===== src/rtl/dmem_lsu_pkg.sv =====
`default_nettype none
// ============================================================================
// Package : lsu_pkg
// Brief   : Shared encodings, state type and alignment helper for dmem_lsu.
// Rev     : 1.0  initial release
// ============================================================================
package lsu_pkg;

  localparam logic [1:0] SZ_BYTE = 2'b00;
  localparam logic [1:0] SZ_HALF = 2'b01;
  localparam logic [1:0] SZ_WORD = 2'b10;

  typedef enum logic {
    IDLE  = 1'b0,
    WRITE = 1'b1
  } lsu_state_t;

  // Size 11 is treated as an error alongside real misalignment so callers
  // need only one test to decide whether memory may be touched.
  function automatic logic misaligned(input logic [1:0] size, input logic [1:0] addr_lo);
    logic bad;
    case (size)
      SZ_BYTE: bad = 1'b0;
      SZ_HALF: bad = addr_lo[0];
      SZ_WORD: bad = (addr_lo != 2'b00);
      default: bad = 1'b1;
    endcase
    return bad;
  endfunction

endpackage
`default_nettype wire


===== src/rtl/dmem_lsu_lane_align.sv =====
`default_nettype none
// ============================================================================
// Module : lsu_lane_align
// Brief  : Little-endian lane extraction/extension for loads and lane merge
//          of store data into the current memory word (combinational).
// Rev    : 1.0  initial release
// ============================================================================
module lsu_lane_align
  import lsu_pkg::*;
(
  input  logic [1:0]  size,
  input  logic        is_unsigned,
  input  logic [1:0]  addr_lo,
  input  logic [31:0] rd,
  input  logic [31:0] wdata,
  output logic [31:0] load_data,
  output logic [31:0] merged
);

  logic [7:0]  byte_sel;
  logic [15:0] half_sel;

  // Pick the addressed lane and extend it to a full word.
  always_comb begin
    byte_sel  = rd[{addr_lo, 3'b000} +: 8];
    half_sel  = addr_lo[1] ? rd[31:16] : rd[15:0];
    load_data = rd;
    case (size)
      SZ_BYTE: load_data = is_unsigned ? {24'd0, byte_sel} : {{24{byte_sel[7]}}, byte_sel};
      SZ_HALF: load_data = is_unsigned ? {16'd0, half_sel} : {{16{half_sel[15]}}, half_sel};
      default: load_data = rd;
    endcase
  end

  // Overlay the right-justified store data onto the addressed lane.
  always_comb begin
    merged = rd;
    case (size)
      SZ_BYTE: merged[{addr_lo, 3'b000} +: 8] = wdata[7:0];
      SZ_HALF: begin
        if (addr_lo[1]) merged = {wdata[15:0], rd[15:0]};
        else            merged = {rd[31:16], wdata[15:0]};
      end
      default: merged = wdata;
    endcase
  end

endmodule
`default_nettype wire


===== src/rtl/dmem_lsu.sv =====
`default_nettype none
// ============================================================================
// Module : dmem_lsu
// Brief  : Load/store unit converting byte/half/word requests into word
//          accesses on a combinational-read, edge-write data memory.
//          Sub-word stores are done as read (accept cycle) then write.
// Rev    : 1.0  initial release
// ============================================================================
module dmem_lsu
  import lsu_pkg::*;
#(
  parameter int ADDR_W = 32
) (
  input  logic              clk,
  input  logic              rst_n,
  input  logic              req_valid,
  output logic              req_ready,
  input  logic              req_we,
  input  logic [1:0]        req_size,
  input  logic              req_unsigned,
  input  logic [ADDR_W-1:0] req_addr,
  input  logic [31:0]       req_wdata,
  output logic              resp_valid,
  output logic [31:0]       resp_rdata,
  output logic              resp_err,
  output logic              mem_we,
  output logic [31:0]       mem_addr,
  output logic [31:0]       mem_wd,
  input  logic [31:0]       mem_rd
);

  lsu_state_t  state, state_next;
  logic        accept;
  logic        req_err;
  logic        sub_store;
  logic [31:0] req_word_addr;
  logic [31:0] load_data;
  logic [31:0] merged_data;
  logic [31:0] saved_addr;
  logic [31:0] merged_q;

  assign req_word_addr = 32'(req_addr) & 32'hFFFF_FFFC;
  assign req_err       = misaligned(req_size, req_addr[1:0]);
  assign sub_store     = accept && req_we && !req_err && (req_size != SZ_WORD);

  lsu_lane_align u_lane_align (
    .size        (req_size),
    .is_unsigned (req_unsigned),
    .addr_lo     (req_addr[1:0]),
    .rd          (mem_rd),
    .wdata       (req_wdata),
    .load_data   (load_data),
    .merged      (merged_data)
  );

  // State register.
  always_ff @(posedge clk or negedge rst_n) begin
    if (!rst_n) state <= IDLE;
    else        state <= state_next;
  end

  // Next state and memory-port drive; reset gates the write enable directly
  // so a pending WRITE is dropped the moment rst_n falls.
  always_comb begin
    state_next = state;
    req_ready  = 1'b0;
    accept     = 1'b0;
    mem_we     = 1'b0;
    mem_addr   = req_word_addr;
    mem_wd     = req_wdata;
    case (state)
      IDLE: begin
        req_ready = 1'b1;
        accept    = req_valid;
        if (req_valid && req_we && !req_err) begin
          if (req_size == SZ_WORD) mem_we = 1'b1;
          else                     state_next = WRITE;
        end
      end
      WRITE: begin
        mem_we     = 1'b1;
        mem_addr   = saved_addr;
        mem_wd     = merged_q;
        state_next = IDLE;
      end
      default: state_next = IDLE;
    endcase
    if (!rst_n) mem_we = 1'b0;
  end

  // Capture the merged word and its address for the following WRITE cycle.
  always_ff @(posedge clk or negedge rst_n) begin
    if (!rst_n) begin
      saved_addr <= 32'd0;
      merged_q   <= 32'd0;
    end else if (sub_store) begin
      saved_addr <= req_word_addr;
      merged_q   <= merged_data;
    end
  end

  // One-cycle response pulse; sub-word stores respond after their WRITE.
  always_ff @(posedge clk or negedge rst_n) begin
    if (!rst_n) begin
      resp_valid <= 1'b0;
      resp_rdata <= 32'd0;
      resp_err   <= 1'b0;
    end else begin
      resp_valid <= 1'b0;
      resp_rdata <= 32'd0;
      resp_err   <= 1'b0;
      if (state == WRITE) begin
        resp_valid <= 1'b1;
      end else if (accept) begin
        if (req_err) begin
          resp_valid <= 1'b1;
          resp_err   <= 1'b1;
        end else if (!req_we) begin
          resp_valid <= 1'b1;
          resp_rdata <= load_data;
        end else if (req_size == SZ_WORD) begin
          resp_valid <= 1'b1;
        end
      end
    end
  end

endmodule
`default_nettype wire


===== config.mk =====
export PLATFORM = sky130hd
export DESIGN_NAME = dmem_lsu
export DESIGN_NICKNAME = d
export VERILOG_FILES = /design/src/rtl/dmem_lsu_pkg.sv /design/src/rtl/dmem_lsu_lane_align.sv /design/src/rtl/dmem_lsu.sv
export SDC_FILE = /design/constraint.sdc
export NUM_CORES = 1
export LEC_CHECK = 0
export BUFFER_PORTS_ARGS = -buffer_cell sky130_fd_sc_hd__buf_2
export CAP_MARGIN = 20
export CORE_MARGIN = 5
export CORE_UTILIZATION = 50
export CTS_CLUSTER_SIZE = 20
export DETAILED_ROUTE_END_ITERATION = 7
export PLACE_DENSITY = 0.79
export SYNTH_ARGS = -nofsm -noshare
export SYNTH_HDL_FRONTEND = slang
export SYNTH_HIERARCHICAL = 1
export SYNTH_SLANG_ARGS = --single-unit

===== constraint.sdc =====
create_clock -name clk -period 3.59 [get_ports clk]
set_input_delay 0.1795 -clock clk [delete_from_list [all_inputs] [get_ports clk]]
set_output_delay 0.1795 -clock clk [all_outputs]
set_load 0.05 [all_outputs]

# --- Yosys cells after proc, flatten, opt, wreduce, memory -nomap -nowiden ---
# Cells that the tools add are included.
# Widths: inputs -> output; s select.
word_totals:
  rom_bits: 0
  ram_bits: 0
  latch_bits: 0
  out_inout_bits: 100
  reg_bits: 97
  memories: 0
op_classes:
  n_eq_ne: 3
  shifts: 3
  div: 0
  n_bitwise: 1
  n_reduce_logical: 8
  mux: 30
  magnitude_cmp: 0
  addsub: 1
  multipliers: 0
ops:
  columns: ["operator", "count"]
  rows:
  - ["$mux 32", 9]
  - ["$pmux 32 s2", 2]
  - ["$bwmux 32", 1]
  - ["$shift 8x7->32 const A", 1]
  - ["$shiftx 32x6->8", 1]
  - ["$shiftx 8x7->32", 1]
  - ["$mux 16", 1]
  - ["$mux 1", 14]
  - ["$neg 5->7", 1]
  - ["$logic_and 1x1->1", 5]
  - ["$pmux 1 s2", 2]
  - ["$pmux 1 s3", 1]
  - ["$eq 2x1->1 const B", 1]
  - ["$eq 2x2->1 const B", 1]
  - ["$logic_not 2->1", 1]
  - ["$ne 2x2->1 const B", 1]
  - ["$reduce_bool 2->1", 1]
  - ["$logic_not 1->1", 1]
  - ["$not 1->1", 1]

# --- Logic depth before layout (Yosys ltp) ---
# Gate-level depths: netlist (run 1).
depth:
  word_depth: 7
  depth_mapped: 9
  depth_no_buf: 7

# --- Hierarchy ---
# The synthesis (run 1) kept the hierarchy.
modules_own_cells:
  columns: ["module", "area_each_um2", "n_inst", "seq_area_each_um2", "cells_per_inst"]
  rows:
  - ["dmem_lsu", 4468.0, 1, 2427.3, 284]
  - ["lsu_lane_align", 1570.3, 1, 0.0, 235]

# --- Worst setup path before layout (run 1) ---
# No wires, ideal clock.
synth_path:
  path_type: "flip-flop to output port"
  from: "register state"
  to: "output port mem_we"
  slack_ps: 1631
  stages_incl_launch_ff: 3
  arrival_time_ps: 1780
  path_cell_list: "dfrtp_1 -> inv_1 -> a21boi_0"
synth_via:
  elab_chain_cells: 3
synth_lines:
  columns: ["item", "line_no", "text"]
  rows:
  - ["start, declared", "dmem_lsu.sv:32", "lsu_state_t state, state_next;"]
  - ["start signal, assigned", "dmem_lsu.sv:59", "else state <= state_next;"]
  - ["$not 1->1", null, null]
  - ["$pmux 1 s2 *", "dmem_lsu.sv:71", "case (state)"]
  - ["$mux 1 *", "dmem_lsu.sv:88", "if (!rst_n) mem_we = 1'b0;"]
  - ["end, declared", "dmem_lsu.sv:26", "output logic mem_we,"]
# Every way passes the cells marked *; elsewhere a longest branch is shown, timed or not.

# --- Worst setup path in the final report (run 1) ---
layout_path:
  from: "register state"
  to: "output port mem_wd[0]"
layout_via:
  elab_chain_cells: 1
layout_lines:
  columns: ["item", "line_no", "text"]
  rows:
  - ["$mux 32", "dmem_lsu.sv:71", null]
  - ["end, declared", "dmem_lsu.sv:28", "output logic [31:0] mem_wd,"]
# No other way between the ends.

==> parameters.txt, run 1 <==
Parameter                              Value

Logic synthesis
  Syn Std Cell Area    0.006038 sq mm
  Ys async rst share    100.0%
  Number of standard cells after synthesis    519
  Mean post-synth cell area    11.63 sq um
  Part of the Yosys area used for sequential elements    40.20%
  Flip-flop and latch count after synthesis    97
  Synthesis warning total    6
  Predominant post-synthesis flop cell    sky130_fd_sc_hd__dfrtp_1
  Distinct cell type count after synthesis    50
  Post-synth EDFFs    0

Setup path
  Number of cell instances on the worst register-to-register path    4
  CP Launch Type    register
  Cell repeated most along the worst path    sky130_fd_sc_hd__buf_4
  CP max stage cell    sky130_fd_sc_hd__buf_4
  Cell Chain, Critical Path    buf_4, buf_4, mux2_2, buf_2
  Class of the most critical setup path    reg -> out
  Start of the worst register-to-register path    state$_DFF_PN0_
  Maximum fanout encountered on the critical timing path    38
  Arrival time of the worst setup path    2.20 ns
  CP Launch Point    state$_DFF_PN0_
  Family with the most delay on the worst path    buffers and inverters
  Cell count along the critical path    4
  Buffers and inverters on the worst path    3
  Critical Path Sink Type    primary output
  Crit-path max cell delay    0.49 ns
  Data required time of the worst path    3.41 ns

Min path
  Class of the worst hold path    in -> reg
  Hold Path Origin    req_addr[27]
  Worst hold stages    2

Routing
  Drt first-iter violations    416
  Total wire length    17660 microns
  Final ANT Viol Nets    0
  Number of remaining DRC errors    0
  Wire length per cell after detailed routing    20.68 microns
  Number of iterations in the first detailed-routing pass    6
  Number of vias in the routed layout    4950
  Number of vias per cell    5.796

Floorplanning
  Die X-Extent    119.9 microns
  I/O Pins    203
  Total die area    0.01437 sq mm
  Placement Rows    40
  Core region area    0.01191 sq mm
  Chip Height    119.9 microns
  Starting utilization of the core area    50.69%

Finish
  Number of antenna repair diodes    0
  Layout Area Growth over Synthesis    22.05%
  Number of nets in the finished design    810
  Layout cell share with drive strength beyond 1    53.04%

CTS
  Post_cts resized    0
  CTS root buf    sky130_fd_sc_hd__clkbuf_16
  Clk_lat worst skew    0.34 ns
  H-tree lvl count    3
  Clock tree from TritonCTS    yes
  Max Buffers Root-to-Sink    2
  Number of sinks on the clock net    97
  Total clock buffers created by CTS    9
  Reg clk slew, reported paths    0.06 ns

Timing
  Count of pins over their slew limit    0
  Worst slew margin    45.10%
  Clock skew    0.005098 ns
  Setup repair after global routing missed its margin    false
  Count of endpoints failing setup in the final report    0
  Ratio of final minimum period to clock period    66.17%
  Fin. Hold Viols    0
  Minimum hold slack    0.08038 ns
  Peak clock frequency supported by timing    0.4210 GHz
  Accumulated negative setup slack    0 ns
  Worst Tran Pin Value    0.8220 ns
  Clock period minus worst slack    2.375 ns

Run
  Number of violations of the max-capacitance limit    0

Global routing
  Antenna violations before repair    0
  Total Routing Usage GR    24.49%
  Largest net degree at the start of global routing    64
  GR Overflow Total    0
  GRT met2 Usage    38.70%
  Most congested layer reported by global routing    met2
  Global Route met3 Usage    5.042%
  Global-route wire length before repair    27660 microns
  GR met1 Demand/Resource    32.92%
  Via count of the first global-routing pass    5110

Outcome
  Status    completed

Power and ir drop
  Worst vdd ir    0.2173 mV
  Leakage    3.772 nW
  PwrDens    454.7 mW/mm^2

Placed design
  Final HPWL from detailed placement    13140 microns
  Port Buffers    200
  Gp weighted congestion    0.9969
## worst register-to-register path: cells and delay by family, from the launching register on
family | cells | cell delay, ns
AND/OR/NAND/NOR | 1 | 0.64
buffers and inverters | 2 | 0.61
flip-flops | 1 | 0.40
multiplexers | 1 | 0.36
## cells in the mapped netlist (6+ instances only)
cell,instances,area (sq um)
sky130_fd_sc_hd__a21oi_1,12,60.06
sky130_fd_sc_hd__a21oi_2,11,96.34
sky130_fd_sc_hd__a221o_1,16,160.2
sky130_fd_sc_hd__a221oi_1,7,61.31
sky130_fd_sc_hd__a222oi_1,7,70.07
sky130_fd_sc_hd__a22o_1,10,87.58
sky130_fd_sc_hd__a2bb2oi_1,7,61.31
sky130_fd_sc_hd__and2_1,33,206.5
sky130_fd_sc_hd__buf_2,11,55.05
sky130_fd_sc_hd__buf_6,7,78.83
sky130_fd_sc_hd__clkbuf_1,10,37.54
sky130_fd_sc_hd__dfrtp_1,97,2427
sky130_fd_sc_hd__inv_1,14,52.55
sky130_fd_sc_hd__mux2_2,72,810.8
sky130_fd_sc_hd__mux2_4,59,885.9
sky130_fd_sc_hd__mux2i_1,6,60.06
sky130_fd_sc_hd__nand2_1,64,240.2
sky130_fd_sc_hd__nor2_1,7,26.28
sky130_fd_sc_hd__o21ai_0,16,80.08
## power by group
group	switching [mW]	internal [mW]
clock	0.399	0.578
sequential	0.0965	1.27
combinational	0.570	0.440
## layout make-up
cell class,count,area (sq um)
clock buffer,12,256.5
clock inverter,4,51.30
inverter,15,56.30
sequential,97,2429
tap,147,183.9
fill,1001,4542
multi-input combinational,373,3329
timing repair buffer,206,1064
## kinds of logic (layout without fill, tap and decap cells)
| kind of cell | count (synthesis) | after routing | share of synthesized area (%) |
|---|---|---|---|
| other | 1 | 2 | 0.06210 |
| AO/OA/AOI/OAI | 102 | 102 | 13.88 |
| flip-flops | 97 | 97 | 40.20 |
| multiplexers | 137 | 137 | 29.09 |
| adder cells (fa/ha/maj) | 5 | 5 | 1.036 |
| buffers and inverters | 50 | 237 | 4.724 |
| AND/OR/NAND/NOR | 127 | 127 | 11.00 |
## layout by cell type (no fill, tap or decap), types with 9 or more instances in the layout
cell and instances:
sky130_fd_sc_hd__a21oi_1 12, sky130_fd_sc_hd__a21oi_2 11, sky130_fd_sc_hd__a221o_1 16, sky130_fd_sc_hd__a22o_1 10
sky130_fd_sc_hd__and2_1 33, sky130_fd_sc_hd__buf_2 199, sky130_fd_sc_hd__clkbuf_16 9, sky130_fd_sc_hd__dfrtp_1 96
sky130_fd_sc_hd__inv_1 14, sky130_fd_sc_hd__mux2_2 72, sky130_fd_sc_hd__mux2_4 59, sky130_fd_sc_hd__nand2_1 64
sky130_fd_sc_hd__o21ai_0 16
## per-layer routing
| metal | wire (microns) | part of all wire (%) |
|---|---|---|
| met1 | 7553 | 43 |
| met2 | 8051 | 46 |
| met3 | 1620 | 9.2 |
| met4 | 438 | 2.5 |
| met5 | 0 | 0 |
## repair_timing
action | 4_1_cts | 5_1_grt
hold endpoints to repair | 50 | 0
setup buffers | 0 | 0
hold buffers | 1 | 0
## stage by stage
stage	utilization [%]	instance area, sq um	instances	total power, mW	setup WS [ns]
6_report	61.87	7370	854	3.351	1.215
2_1_floorplan	-	6042	520	2.118	1.631
3_3_place_gp	59.20	7052	837	2.352	1.074
3_5_place_dp	59.20	7052	837	2.380	0.9732
5_1_grt	61.87	7370	854	3.503	1.075
4_1_cts	61.87	7370	854	3.377	1.202
## final timing paths
path / slack [ns] / to
hold / removal: 0.08 / saved_addr[27]$_DFFE_PN0P_
min in group asynchronous: 0.43 / saved_addr[10]$_DFFE_PN0P_
hold reg to reg: 0.51 / saved_addr[29]$_DFFE_PN0P_
setup / recovery: 1.21 / mem_wd[0]
setup reg to reg: 1.46 / merged_q[29]$_DFFE_PN0P_
max in group asynchronous: 2.09 / state$_DFF_PN0_
## registers in the layout, summed over array words and instances, names as in the netlist
register / count
state: 1
resp_rdata: 32
resp_valid: 1
merged_q: 32
resp_err: 1
saved_addr: 30
No activity file was read; power rests on OpenSTA's default activity.
==> run 2, diff against run 1 <==
--- a/config.mk
+++ b/config.mk
@@ -5,13 +5,14 @@
 export SDC_FILE = /design/constraint.sdc
 export NUM_CORES = 1
 export LEC_CHECK = 0
+export ABC_AREA = 1
 export BUFFER_PORTS_ARGS = -buffer_cell sky130_fd_sc_hd__buf_2
 export CAP_MARGIN = 20
 export CORE_MARGIN = 5
 export CORE_UTILIZATION = 50
 export CTS_CLUSTER_SIZE = 20
 export DETAILED_ROUTE_END_ITERATION = 7
-export PLACE_DENSITY = 0.79
+export PLACE_DENSITY = 0.78
 export SYNTH_ARGS = -nofsm -noshare
 export SYNTH_HDL_FRONTEND = slang
 export SYNTH_HIERARCHICAL = 1
==> constraint.sdc (replaced) <==
create_clock -name clk -period 2.3 [get_ports clk]
set_input_delay 0.115 -clock clk [delete_from_list [all_inputs] [get_ports clk]]
set_output_delay 0.115 -clock clk [all_outputs]
set_load 0.05 [all_outputs]
==> run 2 against run 1 <==
  * Via count up 46%
  * Clock power up 71%
  * Final cell count up 59%
  * Die area up 8.3%
  * Synthesized cell count up 95%
  * Combinational power up 45%
  * Non-clock buffer count up 13
  * Highest routed layer unchanged
==> parameters.txt, run 2 <==
Parameter                              Value

CTS
  Clock tree from TritonCTS    yes
  Post_cts resized    0 (unchanged)
  H-tree lvl count    3 (unchanged)
  Reg clk slew, reported paths    0.07 ns (about the same)
  Total clock buffers created by CTS    9 (unchanged)
  CTS root buf    sky130_fd_sc_hd__clkbuf_16
  Number of sinks on the clock net    97 (unchanged)
  Clk_lat worst skew    0.36 ns (+0.02 ns)
  Max Buffers Root-to-Sink    2 (unchanged)

Finish
  Number of antenna repair diodes    0 (unchanged)
  Most frequent cells in the layout    sky130_fd_sc_hd__nand2_1 (507), sky130_fd_sc_hd__buf_2 (199), sky130_fd_sc_hd__dfrtp_1 (96)
  Fill cell instance count of the final layout    1294 (+29%)
  Layout Cell Area excl Fill    0.007953 sq mm (+7.9%)
  Layout Area Growth over Synthesis    20.79%
  Final Instance Count excl. Fillers    1361 (+59%)
  Registers with the most flip-flops    merged_q x32, resp_rdata x32, saved_addr x30
  Most common library cell in the layout ignoring fill and taps    sky130_fd_sc_hd__nand2_1
  Layout cell share with drive strength beyond 1    23.97% (-29 points)
  Number of nets in the finished design    1288 (+59%)

Min path
  Class of the worst hold path    in -> reg
  Worst hold stages    3 (+1)

Routing
  Wire length per cell after detailed routing    16.18 microns (-22%)
  Final ANT Viol Nets    0 (unchanged)
  Drt first-iter violations    701 (+69%)
  Number of iterations in the first detailed-routing pass    5 (-1)
  Number of vias per cell    5.307 (-8.4%)
  Number of remaining DRC errors    0 (unchanged)
  Number of vias in the routed layout    7223 (+46%)
  Total wire length    22030 microns (+25%)

Global routing
  Total Routing Usage GR    27.70% (+3.2 points)
  Largest net degree at the start of global routing    98 (+53%)
  GR Overflow Total    0 (unchanged)
  Via count of the first global-routing pass    6793 (+33%)
  Global-route wire length before repair    35050 microns (+27%)
  Antenna violations before repair    0 (unchanged)

Logic synthesis
  Distinct cell type count after synthesis    36 (-28%)
  Post-synth EDFFs    0 (unchanged)
  Ys async rst share    100.0% (unchanged)
  Top cells by area, synth    sky130_fd_sc_hd__dfrtp_1 (37%), sky130_fd_sc_hd__nand2_1 (29%), sky130_fd_sc_hd__nand4_1 (6.2%)
  Mean post-synth cell area    6.519 sq um (-44%)
  Syn Std Cell Area    0.006584 sq mm (+9.0%)
  Leading cell types by count after synthesis    sky130_fd_sc_hd__nand2_1 (508), sky130_fd_sc_hd__dfrtp_1 (97), sky130_fd_sc_hd__nor2_1 (78)
  Count leader, synth    sky130_fd_sc_hd__nand2_1
  Flip-flop and latch count after synthesis    97 (unchanged)
  Yosys top cell by area    sky130_fd_sc_hd__dfrtp_1
  Number of standard cells after synthesis    1010 (+95%)
  Fraction of synthesized cell area taken by the top area cell type    36.87% (-3.3 points)
  Predominant post-synthesis flop cell    sky130_fd_sc_hd__dfrtp_1
  Synthesis warning total    6 (unchanged)
  Part of the Yosys area used for sequential elements    36.87% (-3.3 points)

Placed design
  Total placed instance area    0.007617 sq mm (+8.0%)
  Final HPWL from detailed placement    16060 microns (+22%)
  Port Buffers    200 (unchanged)
  Cell Count Post-Placement    1344 (+61%)
  Gp weighted congestion    1.019 (+2.2%)

Floorplanning
  Placement Rows    42 (+5.0%)
  Die X-Extent    124.8 microns (+4.0%)
  I/O Pins    203 (unchanged)
  Chip Height    124.8 microns (+4.0%)
  Core region area    0.01309 sq mm (+9.9%)
  Starting utilization of the core area    50.32% (-0.38 points)
  Total die area    0.01556 sq mm (+8.3%)

Timing
  Worst Tran Pin Value    0.6821 ns (-0.1399 ns)
  Accumulated negative setup slack    0 ns (unchanged)
  Clock period minus worst slack    2.009 ns
  Worst slew margin    54.53% (+9.4 points)
  Peak clock frequency supported by timing    0.4978 GHz
  Fin. Hold Viols    0 (unchanged)
  Ratio of final minimum period to clock period    87.34%
  Clock skew    0.009878 ns (+0.004779 ns)
  Setup repair after global routing missed its margin    false
  Count of pins over their slew limit    0 (unchanged)
  Count of endpoints failing setup in the final report    0 (unchanged)

Power and ir drop
  PwrDens    657.2 mW/mm^2 (+45%)
  Leakage    4.825 nW (+28%)
  Design Power    5.227 mW (+56%)
  Worst vdd ir    0.3781 mV (+74%)

Setup path
  Class of the most critical setup path    reg -> out
  Number of cell instances on the worst register-to-register path    6 (+2)
  Data required time of the worst path    2.18 ns (-1.23 ns)
  Critical Path Sink Type    primary output
  Maximum fanout encountered on the critical timing path    65 (+71%)
  CP Launch Type    register
  Arrival time of the worst setup path    1.89 ns (-0.31 ns)

Run
  Number of violations of the max-capacitance limit    0 (unchanged)

Outcome
  Status    completed
## run 2: cell types whose count changed in the layout (fill, tap and decap cells not counted), sizes merged, moves of 27 or more
cell   delta
inv      +60
mux2    -131
nor2     +76
nand4    +64
nand3    +53
nand2   +455
and2     -27
## run 2: worst max-delay path, stage by stage, from the launching register on
cell                      delay (ns)
sky130_fd_sc_hd__dfrtp_2        0.41
sky130_fd_sc_hd__inv_2          0.06
sky130_fd_sc_hd__buf_4          0.52
sky130_fd_sc_hd__nand2_1        0.12
sky130_fd_sc_hd__nand2_1        0.12
sky130_fd_sc_hd__buf_2          0.27
## run 2: power breakdown
part	internal, mW	switching (mW)	leakage (nW)
registers	1.96	0.132	1.27
logic	0.409	1.05	3.40
clock network	0.969	0.701	0.156
total	3.34	1.89	4.83
## run 2: final cells by class
class                   instances  area, sq um  area share [%]
clock inverters                 6        96.34           1.211
repair buffers                219         1174           14.76
well taps                     176        220.2           2.769
clock buffers                  10        229.0           2.879
multi-input cells             780         3528           44.37
inverters                      73        276.5           3.477
flip-flops and latches         97         2429           30.54
## run 2: worst paths after layout
| check | from | slack, ns | to |
|---|---|---|---|
| setup / recovery | state$_DFF_PN0_ | 0.29 | mem_wd[5] |
| hold / removal | req_addr[13] | 0.02 | saved_addr[13]$_DFFE_PN0P_ |
| setup reg to reg | state$_DFF_PN0_ | 0.62 | merged_q[13]$_DFFE_PN0P_ |
| hold reg to reg | merged_q[2]$_DFFE_PN0P_ | 0.47 | merged_q[2]$_DFFE_PN0P_ |
| max in group asynchronous | rst_n | 1.41 | state$_DFF_PN0_ |
| min in group asynchronous | rst_n | 0.41 | resp_rdata[18]$_DFF_PN0_ |
## run 2: logic make-up (layout without fill, tap and decap cells)
kind of cell	Yosys count	in the layout	share of synthesized area (%)
other cells	1	2	0.05696
fa+ha+maj	5	5	0.9502
compound gates	37	37	3.269
buf+inv	134	308	9.749
flops	97	97	36.87
simple gates	736	736	49.11
## run 2: stage by stage
stage,hold WS (ns),util (%),worst slack [ns]
2_1_floorplan,-0.1806,-,0.5534
4_1_cts,0.007936,60.78,0.2899
6_report,0.01650,60.78,0.2911
5_1_grt,0.01774,60.78,0.2014
3_5_place_dp,0.2774,58.21,0.4924
3_3_place_gp,0.2719,58.21,0.5338
## run 2: timing repair
item / CTS / global route
hold buffers: 1 / 0
hold endpoints to repair: 97 / 0
setup buffers: 0 / 0
## run 2: layer usage
layer	up-vias	wire length, microns	track usage (%)
li1	3489	-	-
met1	3356	9466	36.74
met2	329	10190	44.31
met3	49	1679	5.360
met4	0	688	11.67
met5	-	0	0
==> run 3, diff against run 2 <==
--- a/config.mk
+++ b/config.mk
@@ -12,7 +12,8 @@
 export CORE_UTILIZATION = 50
 export CTS_CLUSTER_SIZE = 20
 export DETAILED_ROUTE_END_ITERATION = 7
-export PLACE_DENSITY = 0.78
+export GPL_TIMING_DRIVEN = 1
+export PLACE_DENSITY_LB_ADDON = 0.25
 export SYNTH_ARGS = -nofsm -noshare
 export SYNTH_HDL_FRONTEND = slang
 export SYNTH_HIERARCHICAL = 1
==> run 3 against run 2 <==
  * Final cell count barely moved
  * Critical path depth did not move
  * Setup slack improved by 0.0079 ns
  * Cell area shrank 0.35%
  * Clock power down 6%
  * Sequential power hardly changed
  * Flip-flop and latch count stayed put
  * Count of clock-buffer cells in the layout up 2
  * Highest routed layer unchanged
  * Routed wire length rose by 0.14%
  * Combinational power about the same
  * Clock skew shrank 0.0068 ns
==> parameters.txt, run 3 (synthesis gave the netlist of run 2 again) <==
Parameter                              Value

Finish
  Number of nets in the finished design    1288 (unchanged)
  Most frequent cells in the layout    sky130_fd_sc_hd__nand2_1 (507), sky130_fd_sc_hd__buf_2 (199), sky130_fd_sc_hd__dfrtp_1 (96)
  FF+latch area    0.002429 sq mm (unchanged)
  Layout cell share with drive strength beyond 1    23.97% (unchanged)
  Final Instance Count excl. Fillers    1362 (+0.073%)
  Registers with the most flip-flops    merged_q x32, resp_rdata x32, saved_addr x30
  Most common library cell in the layout ignoring fill and taps    sky130_fd_sc_hd__nand2_1
  Fill cell instance count of the final layout    1272 (-1.7%)
  Layout Area Growth over Synthesis    20.37%
  Share of the core filled with cells in the final layout    60.57% (-0.21 points)
  Layout Cell Area excl Fill    0.007925 sq mm (-0.35%)
  Area taken by multi-input logic gates    0.003528 sq mm (unchanged)

Placed design
  Cell Count Post-Placement    1344 (unchanged)
  Gp weighted congestion    0.9573 (-6.0%)
  Total placed instance area    0.007605 sq mm (-0.16%)
  Worst slack, placed    0.3313 ns (-0.1612 ns)
  Port Buffers    200 (unchanged)
  Final HPWL from detailed placement    16080 microns (+0.10%)

Power and ir drop
  Internal Dissipation    3.273 mW (-2.0%)
  Switch share    36.15% (+0.073 points)
  Design Power    5.126 mW (-1.9%)
  PwrDens    646.8 mW/mm^2 (-1.6%)
  Net Sw Power    1.853 mW (-1.7%)
  Clock share of power    30.7% (-1.3 points)
  Share of total power in sequential cells    41.0% (+0.9 points)
  Worst vdd ir    0.3317 mV (-12%)
  Leakage    4.812 nW (-0.27%)
  Portion of total power attributed to combinational logic    28.3% (+0.3 points)

Min path
  Worst hold stages    3 (unchanged)
  Hold Path Origin    req_addr[2]
  Class of the worst hold path    in -> reg
  Hold endpoint    saved_addr[2]$_DFFE_PN0P_

Run
  Number of violations of the max-capacitance limit    0 (unchanged)

Setup path
  Buffers and inverters on the worst path    3 (unchanged)
  Number of cell instances on the worst register-to-register path    7 (+1)
  Worst flop-to-flop path endpoint    saved_addr[3]$_DFFE_PN0P_
  Data required time of the worst path    2.18 ns (about the same)
  Start of the worst register-to-register path    state$_DFF_PN0_
  Family with the most delay on the worst path    buffers and inverters
  Maximum fanout encountered on the critical timing path    65 (unchanged)
  CP Launch Type    register
  Cell Chain, Critical Path    inv_2, buf_4, nand2_1, nand2_1, buf_2
  Class of the most critical setup path    reg -> out
  Critical Path Sink Type    primary output
  Register-to-register setup slack    0.59 ns (-0.03 ns)
  Crit-path max cell delay    0.52 ns (about the same)
  Cell repeated most along the worst path    sky130_fd_sc_hd__nand2_1
  CP max stage cell    sky130_fd_sc_hd__buf_4
  Arrival time of the worst setup path    1.89 ns (about the same)

Timing
  Peak clock frequency supported by timing    0.4997 GHz (+0.40%)
  Clock skew    0.003036 ns (-0.006842 ns)
  Worst Tran Pin Value    0.9691 ns (+0.2870 ns)
  Count of pins over their slew limit    0 (unchanged)
  Accumulated negative setup slack    0 ns (unchanged)
  Setup repair after global routing missed its margin    false
  Count of endpoints failing setup in the final report    0 (unchanged)
  Worst slew margin    35.24% (-19 points)
  Fin. Hold Viols    0 (unchanged)
  Ratio of final minimum period to clock period    87.00% (-0.34 points)
  Minimum hold slack    0.02008 ns (+0.003573 ns)
  Clock period minus worst slack    2.001 ns (-0.007908 ns)
  Minimum setup slack in the final design    0.2990 ns (+0.007908 ns)

Routing
  Number of iterations in the first detailed-routing pass    5 (unchanged)
  Final ANT Viol Nets    0 (unchanged)
  Number of vias in the routed layout    7187 (-0.50%)
  Number of vias per cell    5.277 (-0.57%)
  Drt first-iter violations    793 (+13%)
  Number of remaining DRC errors    0 (unchanged)
  Total wire length    22060 microns (+0.14%)
  Wire length per cell after detailed routing    16.19 microns (about the same)

CTS
  Max Buffers Root-to-Sink    2 (unchanged)
  Setup repair bufs after CTS    0 (unchanged)
  Clock tree from TritonCTS    yes
  CTS root buf    sky130_fd_sc_hd__clkbuf_16
  Reg clk slew, reported paths    0.07 ns (about the same)
  Clk_lat worst skew    0.35 ns (about the same)
  Total clock buffers created by CTS    9 (unchanged)
  Number of sinks on the clock net    97 (unchanged)
  H-tree lvl count    3 (unchanged)

Floorplanning
  Total die area    0.01556 sq mm (unchanged)
  I/O Pins    203 (unchanged)
  Die X-Extent    124.8 microns (unchanged)
  Placement Rows    42 (unchanged)
  Starting utilization of the core area    50.32% (unchanged)
  Core region area    0.01309 sq mm (unchanged)
  Chip Height    124.8 microns (unchanged)

Global routing
  Largest net degree at the start of global routing    66 (-33%)
  Total Routing Usage GR    27.93% (+0.23 points)
  GR Overflow Total    0 (unchanged)
  Via count of the first global-routing pass    6725 (-1.0%)
  Global-route wire length before repair    35300 microns (+0.73%)
  Antenna violations before repair    0 (unchanged)

Outcome
  Status    completed
-- run 3: area by class of cell --
cell class	count	area share, %
diodes	1	0.03158
clock buffers	12	3.237
multi-input cells	780	44.52
well taps	176	2.779
flip-flops and latches	97	30.64
inverters	73	3.489
clock inverters	4	0.6473
repair buffers	219	14.65
-- run 3: worst max path at each step --
stage,start,end,cells past startpoint
2_1_floorplan,state$_DFF_PN0_,mem_addr[21],5
3_3_place_gp,req_size[1],merged_q[29]$_DFFE_PN0P_,7
3_5_place_dp,req_size[1],merged_q[12]$_DFFE_PN0P_,7
4_1_cts,state$_DFF_PN0_,mem_wd[21],5
5_1_grt,state$_DFF_PN0_,mem_we,6
6_report,state$_DFF_PN0_,mem_wd[21],5
-- run 3: worst min-delay path: cells and delay by family --
family	cells	cell delay [ns]
and+or+nand+nor	2	0.14
buffers and inverters	1	0.08
-- run 3: power groups by stage --
stage	registers, mW	logic [mW]	clock network, mW
global route	2.13	1.60	1.67
finish	2.10	1.45	1.57
detailed placement	2.13	1.45	0
CTS	2.10	1.45	1.60
floorplan	2.15	0.988	0
global placement	2.13	1.43	0
-- run 3: what timing repair did --
action,CTS,global route
gates resized for setup,0,0
hold buffers,1,0
endpoints found under the hold margin,41,0
-- run 3: layer usage --
metal	track usage, %	up-vias	wire [microns]
met1	38.59	3331	9535
met5	0	-	0
met4	8.640	0	529
met2	44.31	327	10230
met3	5.532	41	1762
li1	-	3488	-
